File: src/rtl/cache_hier_pkg.sv
// Shared types and helpers for the two-level N-way read-cache hierarchy.
package cache_hier_pkg;

  typedef enum logic [2:0] {
    IDLE,
    L1_LK,
    L2_LK,
    MEM_WAIT,
    RESP
  } state_t;

  localparam int STAT_W = 16;

  function automatic int clog2(input int v);
    int r;
    r = 0;
    for (int i = 0; i < 31; i++) begin
      if ((1 << i) < v) r = i + 1;
    end
    return r;
  endfunction

endpackage

File: src/rtl/cache_tag_array_nway.sv
// One level of an N-way set-associative, one-word-per-line read cache with true-LRU ages.
module cache_tag_array_nway
  import cache_hier_pkg::*;
#(
  parameter int SETS       = 4,
  parameter int WAYS       = 4,
  parameter int ADDR_WIDTH = 11,
  parameter int DATA_WIDTH = 32
) (
  input  logic                      clk,
  input  logic                      rst,
  input  logic [ADDR_WIDTH-1:0]     addr,
  output logic                      hit,
  output logic [clog2(WAYS)-1:0]    hit_way,
  output logic [DATA_WIDTH-1:0]     rd_data,
  input  logic                      fill_en,
  input  logic [DATA_WIDTH-1:0]     fill_data,
  input  logic                      touch_en,
  input  logic [clog2(WAYS)-1:0]    touch_way
);

  localparam int IW = clog2(SETS);
  localparam int AW = clog2(WAYS);
  localparam int TW = ADDR_WIDTH - IW;

  logic [WAYS-1:0]       valid_q [SETS];
  logic [TW-1:0]         tag_q   [SETS][WAYS];
  logic [DATA_WIDTH-1:0] data_q  [SETS][WAYS];
  logic [AW-1:0]         age_q   [SETS][WAYS];

  logic [IW-1:0] set_idx;
  logic [TW-1:0] tag_in;
  logic          found;
  logic [AW-1:0] victim;
  logic [AW-1:0] max_age;
  logic [AW-1:0] upd_way;

  assign set_idx = addr[IW-1:0];
  assign tag_in  = addr[ADDR_WIDTH-1:IW];
  assign upd_way = fill_en ? victim : touch_way;

  always_comb begin
    hit     = 1'b0;
    hit_way = '0;
    rd_data = '0;
    for (int w = 0; w < WAYS; w++) begin
      if (valid_q[set_idx][w] && (tag_q[set_idx][w] == tag_in)) begin
        hit     = 1'b1;
        hit_way = AW'(w);
        rd_data = data_q[set_idx][w];
      end
    end
  end

  // Lowest invalid way wins; otherwise the oldest way (ages form a permutation).
  always_comb begin
    found   = 1'b0;
    victim  = '0;
    max_age = age_q[set_idx][0];
    for (int w = 0; w < WAYS; w++) begin
      if (!found && !valid_q[set_idx][w]) begin
        found  = 1'b1;
        victim = AW'(w);
      end
    end
    if (!found) begin
      for (int w = 1; w < WAYS; w++) begin
        if (age_q[set_idx][w] > max_age) begin
          max_age = age_q[set_idx][w];
          victim  = AW'(w);
        end
      end
    end
  end

  always_ff @(posedge clk or posedge rst) begin
    if (rst) begin
      for (int s = 0; s < SETS; s++) begin
        valid_q[s] <= '0;
        for (int w = 0; w < WAYS; w++) age_q[s][w] <= AW'(w);
      end
    end else if (fill_en || touch_en) begin
      if (fill_en) valid_q[set_idx][upd_way] <= 1'b1;
      for (int w = 0; w < WAYS; w++) begin
        if (AW'(w) == upd_way)
          age_q[set_idx][w] <= '0;
        else if (age_q[set_idx][w] < age_q[set_idx][upd_way])
          age_q[set_idx][w] <= age_q[set_idx][w] + AW'(1);
      end
    end
  end

  always_ff @(posedge clk) begin
    if (fill_en) begin
      tag_q[set_idx][victim]  <= tag_in;
      data_q[set_idx][victim] <= fill_data;
    end
  end

endmodule

File: src/rtl/cache_hier_nway_ctrl.sv
// L1/L2 N-way read-cache controller with ready/valid request port and memory miss handshake.
// Optional hit/miss counters are built when CACHE_HIER_STATS_EN is defined.
module cache_hier_nway_ctrl
  import cache_hier_pkg::*;
#(
  parameter int ADDR_WIDTH = 11,
  parameter int DATA_WIDTH = 32,
  parameter int WAYS       = 4,
  parameter int L1_SETS    = 4,
  parameter int L2_SETS    = 16
) (
  input  logic                  clk,
  input  logic                  rst,
  input  logic                  req_valid,
  output logic                  req_ready,
  input  logic [ADDR_WIDTH-1:0] req_addr,
  output logic                  resp_valid,
  output logic [DATA_WIDTH-1:0] resp_data,
  output logic                  resp_l1_hit,
  output logic                  resp_l2_hit,
  output logic                  mem_req_valid,
  output logic [ADDR_WIDTH-1:0] mem_req_addr,
  input  logic                  mem_resp_valid,
  input  logic [DATA_WIDTH-1:0] mem_resp_data
`ifdef CACHE_HIER_STATS_EN
  ,
  output logic [STAT_W-1:0]     stat_l1_hits,
  output logic [STAT_W-1:0]     stat_l2_hits,
  output logic [STAT_W-1:0]     stat_misses
`endif
);

  localparam int AW = clog2(WAYS);

  state_t state_q, state_d;

  logic [ADDR_WIDTH-1:0] addr_q;
  logic [DATA_WIDTH-1:0] hold_data;
  logic                  hold_l1;
  logic                  hold_l2;

  logic                  l1_hit, l2_hit;
  logic [AW-1:0]         l1_hit_way, l2_hit_way;
  logic [DATA_WIDTH-1:0] l1_data, l2_data;
  logic                  l1_fill, l2_fill, l1_touch, l2_touch;
  logic [DATA_WIDTH-1:0] fill_data;

  cache_tag_array_nway #(
    .SETS(L1_SETS), .WAYS(WAYS), .ADDR_WIDTH(ADDR_WIDTH), .DATA_WIDTH(DATA_WIDTH)
  ) u_l1 (
    .clk(clk), .rst(rst), .addr(addr_q),
    .hit(l1_hit), .hit_way(l1_hit_way), .rd_data(l1_data),
    .fill_en(l1_fill), .fill_data(fill_data),
    .touch_en(l1_touch), .touch_way(l1_hit_way)
  );

  cache_tag_array_nway #(
    .SETS(L2_SETS), .WAYS(WAYS), .ADDR_WIDTH(ADDR_WIDTH), .DATA_WIDTH(DATA_WIDTH)
  ) u_l2 (
    .clk(clk), .rst(rst), .addr(addr_q),
    .hit(l2_hit), .hit_way(l2_hit_way), .rd_data(l2_data),
    .fill_en(l2_fill), .fill_data(fill_data),
    .touch_en(l2_touch), .touch_way(l2_hit_way)
  );

  always_ff @(posedge clk or posedge rst) begin
    if (rst) state_q <= IDLE;
    else     state_q <= state_d;
  end

  // An L2 hit promotes its line into L1; a memory return fills both levels.
  always_comb begin
    state_d   = state_q;
    l1_fill   = 1'b0;
    l2_fill   = 1'b0;
    l1_touch  = 1'b0;
    l2_touch  = 1'b0;
    fill_data = l2_data;
    case (state_q)
      IDLE:     if (req_valid) state_d = L1_LK;
      L1_LK: begin
        if (l1_hit) begin
          l1_touch = 1'b1;
          state_d  = RESP;
        end else begin
          state_d  = L2_LK;
        end
      end
      L2_LK: begin
        if (l2_hit) begin
          l2_touch = 1'b1;
          l1_fill  = 1'b1;
          state_d  = RESP;
        end else begin
          state_d  = MEM_WAIT;
        end
      end
      MEM_WAIT: begin
        if (mem_resp_valid) begin
          l1_fill   = 1'b1;
          l2_fill   = 1'b1;
          fill_data = mem_resp_data;
          state_d   = RESP;
        end
      end
      RESP:     state_d = IDLE;
      default:  state_d = IDLE;
    endcase
  end

  assign req_ready     = (state_q == IDLE);
  assign mem_req_valid = (state_q == MEM_WAIT);
  assign mem_req_addr  = addr_q;

  always_ff @(posedge clk) begin
    if (l1_touch)     hold_data <= l1_data;
    else if (l1_fill) hold_data <= fill_data;
  end

  always_ff @(posedge clk or posedge rst) begin
    if (rst) begin
      addr_q      <= '0;
      hold_l1     <= 1'b0;
      hold_l2     <= 1'b0;
      resp_valid  <= 1'b0;
      resp_data   <= '0;
      resp_l1_hit <= 1'b0;
      resp_l2_hit <= 1'b0;
    end else begin
      resp_valid <= (state_q == RESP);
      if (state_q == IDLE && req_valid) addr_q <= req_addr;
      if (l1_touch || l1_fill) begin
        hold_l1 <= l1_touch;
        hold_l2 <= l1_fill && !l2_fill;
      end
      if (state_q == RESP) begin
        resp_data   <= hold_data;
        resp_l1_hit <= hold_l1;
        resp_l2_hit <= hold_l2;
      end
    end
  end

`ifdef CACHE_HIER_STATS_EN
  always_ff @(posedge clk or posedge rst) begin
    if (rst) begin
      stat_l1_hits <= '0;
      stat_l2_hits <= '0;
      stat_misses  <= '0;
    end else if (state_q == RESP) begin
      if (hold_l1) begin
        if (stat_l1_hits != '1) stat_l1_hits <= stat_l1_hits + STAT_W'(1);
      end else if (hold_l2) begin
        if (stat_l2_hits != '1) stat_l2_hits <= stat_l2_hits + STAT_W'(1);
      end else begin
        if (stat_misses != '1)  stat_misses  <= stat_misses + STAT_W'(1);
      end
    end
  end
`endif

endmodule

File: config.mk
export PLATFORM = sky130hd
export DESIGN_NAME = cache_hier_nway_ctrl
export DESIGN_NICKNAME = d
export VERILOG_FILES = /design/src/rtl/cache_hier_pkg.sv /design/src/rtl/cache_tag_array_nway.sv /design/src/rtl/cache_hier_nway_ctrl.sv
export SDC_FILE = /design/constraint.sdc
export NUM_CORES = 2
export LEC_CHECK = 0
export CAP_MARGIN = 20
export CORE_UTILIZATION = 45
export DETAILED_ROUTE_END_ITERATION = 10
export GPL_ROUTABILITY_DRIVEN = 1
export PLACE_DENSITY = 0.59
export RECOVER_POWER = 25
export SYNTH_ARGS = -nofsm -noshare
export SYNTH_HDL_FRONTEND = slang
export SYNTH_SLANG_ARGS = --single-unit
File: constraint.sdc
create_clock -name clk -period 30.5 [get_ports clk]
set_clock_uncertainty 0.05 [all_clocks]
set_input_delay 3.05 -clock clk [delete_from_list [all_inputs] [get_ports clk]]
set_output_delay 3.05 -clock clk [all_outputs]
set_load 0.05 [all_outputs]
==> metrics.md <==
| Metric | Value |
|---|---|
| Critical path type | in -> async |
| Crit path required time | 30.72 ns |
| Least-Margin Pin Slew | 4.089 ns |
| Max-Cap Viols | 54 |
| Initial cell density of the core | 45.29% |
| Yosys top cell area share | 69.61% |
| Number of enable flip-flop cells after synthesis | 3184 |
| CP Capture Type | async pin |
| Placed cell count | 10320 |
| Post-CTS Hold Buffers | 0 |
| Global route overflow | 0 |
| CP Cell Sequence | dlygate4sd3_1 > clkinvlp_2 > clkbuf_1 > clkbuf_1 > clkbuf_1 > clkbuf_1 |
| Clk Tree Root Cell | clkbuf_16 |
| Normalized max-slew margin | -172.6% |
| Min-delay worst type | reg -> reg |
| Status | finished, violations left |
| Tcrit/Tclk final | 47.22% |
| # clock sinks | 3475 |
| Pin count of the biggest net entering global routing | 141 |
| Worst Path Buf+Inv | 6 |
| Routed len/inst | 31.96 um |
| WL final | 351.3 mm |
| Final TNS setup | 0 ns |
| Fill cell count | 23850 |
| Async S/R FF share, synth | 8.374% |
| Final Slew Violations | 2183 |
| Crit-path max FO | 75 |
| Sequential-to-total area share from yosys stat | 74.98% |
| Post-synth design cell area | 0.1374 mm^2 |
| Core ar. | 0.3033 mm^2 |
| Largest delay contributor family on the critical path | buffers and inverters |
| Final Power | 14.03 mW |
| Area contributors post-synth | edfxtp_1 (70%), mux4_2 (15%), dfrtp_1 (3.8%) |
| Initial antenna violation count | 7 |
| DRT antenna net count | 0 |
| Worst vdd ir | 79.33 uV |
| Max Fclk | 0.06943 GHz |
| Vias | 67130 |
| Row Count | 202 |
| PortBufs | 94 |
| CTS clk-pin slew, worst paths | 0.06 ns |
| Multi-input logic area | 0.03314 mm^2 |
| CP max stage delay | 2.95 ns |
| Vias/cell | 6.108 |
| Crit path time final | 14.40 ns |
| RSZ-0062 raised after global routing | false |
| Power per Cell Area | 90.21 mW/mm^2 |
| Cell accounting for the most synthesized area | edfxtp_1 |
| Unique masters post-synth | 102 |
| Layout cells sized above 1 | 28.91% |
| Setup ws final | 16.10 ns |
| Top_reg_cell synth | edfxtp_1 |
| Post-CTS Setup Bufs | 0 |
| Clock buffers created by TritonCTS | 364 |
| Most common cell on crit path | clkbuf_1 |
| FF+latch count, synth | 3475 |
| Final setup viols | 0 |
| Post-cts resize count | 0 |
| Final nets | 6777 |
| CTS tree | built |
| IO Pins | 95 |
| Crit path DAT | 14.62 ns |
| Die Footprint | 0.3074 mm^2 |
| CP max stage cell | clkbuf_1 |
| Non-filler cells in the finished layout | 10990 |
| Register area | 0.1030 mm^2 |
| Critical Path Start Type | input pin |
| Failing checks | capacitance limit, slew limit |
| Global Route Usage Sum | 22.83% |
| Initial drt markers | 7288 |
| Post-DP HPWL | 188.0 mm |
| Leakage | 50.37 nW |
| Most frequent cells in the layout | edfxtp_1 (3184), mux4_2 (941), clkbuf_16 (368), dfrtp_1 (210), nand2_1 (183) |
| Final core occ | 51.29% |
| Die Width | 554.5 um |
| Synth warn | 0 |
| CTS H-tree lvls | 5 |
| First-pass GRT wire length | 506.5 mm |
| Mapped Cells | 6401 |
| Area growth syn-to-layout | 13.25% |
| Fin. Hold Viols | 0 |
| Die H | 554.5 um |
| Vias in the first global route | 69330 |
| Clock Tree Buf Depth | 4 |
| Routability cong. | 0.8537 |
| DRC viols | 0 |
| Post-place setup slack | 21.11 ns |
| First-pass DRT Iterations | 6 |
| Synth Area per Inst | 21.46 um^2 |
| Commonest non-fill, non-tap cell in the layout | edfxtp_1 |
| Clk Latency, worst-skew pair | 0.95 ns |
| Syn_nets | 6468 |
-- kinds of logic after synthesis --
family          after synthesis  synth area share, %
buf+inv                     399                1.419
mux                        1220                17.63
flops                      3475                74.98
xor+xnor                     79               0.5037
compound gates              495                2.685
simple gates                712                2.593
fa+ha+maj                    21               0.1904
-- worst register-to-register path, cell delays in order, from the launching register on --
cell and delay [ns]:
dfrtp_1 1.58, clkbuf_1 2.37, clkbuf_1 2.79, nor4b_1 0.30, o2111ai_1 1.30, nand4_1 0.49, a21oi_4 0.24, clkbuf_1 1.46
nor2_1 0.12, a31oi_1 0.45, o22ai_1 0.15, a221o_1 0.35, ha_1 0.29, nand2b_1 0.17, a2111oi_0 0.37, nor3_1 0.21
or2_2 0.33, o2bb2ai_1 0.12
-- state kept, by name, summed over array words and instances, names as in the netlist, 64 cells and up --
signal / flops
u_l1.tag_q: 144
u_l2.tag_q: 448
u_l2.data_q: 2048
u_l1.data_q: 512
u_l2.age_q: 128
u_l2.valid_q: 64
-- per-layer routing --
| layer | global-route usage (%) | part of all wire (%) |
|---|---|---|
| met5 | 0 | 0 |
| met4 | 6.072 | 2.6 |
| met3 | 2.648 | 5.7 |
| met2 | 37.05 | 49 |
| met1 | 32.98 | 43 |
-- layout make-up --
class	count	area share [%]
Clock buffer	460	6.241
Timing Repair Buffer	306	1.577
Multi-Input combinational cell	2527	21.30
Tap cell	3978	3.200
Sequential cell	3475	66.21
Antenna cell	6	0.009652
Clock inverter	204	1.373
Inverter	36	0.08767
-- per-stage QoR --
step           hold slack [ns]  instance area, um^2
5_1_grt                 0.4239               155600
3_5_place_dp            0.3995               144000
6_report                0.4112               155600
4_1_cts                 0.4125               155900
2_1_floorplan           0.3811               137400
3_3_place_gp            0.3956               144000
-- synth_stat cells (all sizes together) (10+ instances only) --
| cell type | count |
|---|---|
| a22oi | 29 |
| o21ai | 97 |
| a311oi | 10 |
| a211oi | 25 |
| mux4 | 943 |
| clkbuf | 156 |
| o2bb2ai | 39 |
| a2111oi | 14 |
| and2 | 12 |
| or3 | 13 |
| inv | 34 |
| a31oi | 20 |
| nor2b | 21 |
| a21oi | 59 |
| nor3b | 36 |
| buf | 207 |
| edfxtp | 3184 |
| nor2 | 187 |
| a211o | 20 |
| or2 | 45 |
| nor3 | 80 |
| a21o | 14 |
| mux2 | 153 |
| o21bai | 40 |
| o22ai | 19 |
| nand2b | 10 |
| nand4 | 10 |
| xor2 | 14 |
| dfrtp | 211 |
| mux2i | 124 |
| a22o | 38 |
| nand2 | 190 |
| xnor2 | 65 |
| ha | 20 |
| dfstp | 80 |
| nand3 | 77 |
-- power breakdown --
group | switching (mW) | internal (mW)
combinational | 2.15 | 1.62
sequential | 0.180 | 5.68
clock | 1.86 | 2.55
-- final timing paths --
path	start	depth (start not counted)	endpoint	slack (ns)
hold / removal	u_l1.age_q[19]	2	u_l1.age_q[19]	0.41
setup / recovery	rst	6	u_l2.valid_q[59]	16.10
setup reg to reg	mem_req_addr[2]	17	u_l1.age_q[25]	17.27
max in group clk	mem_req_addr[2]	17	u_l1.age_q[25]	17.27
hold reg to reg	u_l1.age_q[19]	2	u_l1.age_q[19]	0.41
min in group asynchronous	rst	2	resp_data[28]	3.57
(Power assumes the default switching activity.)
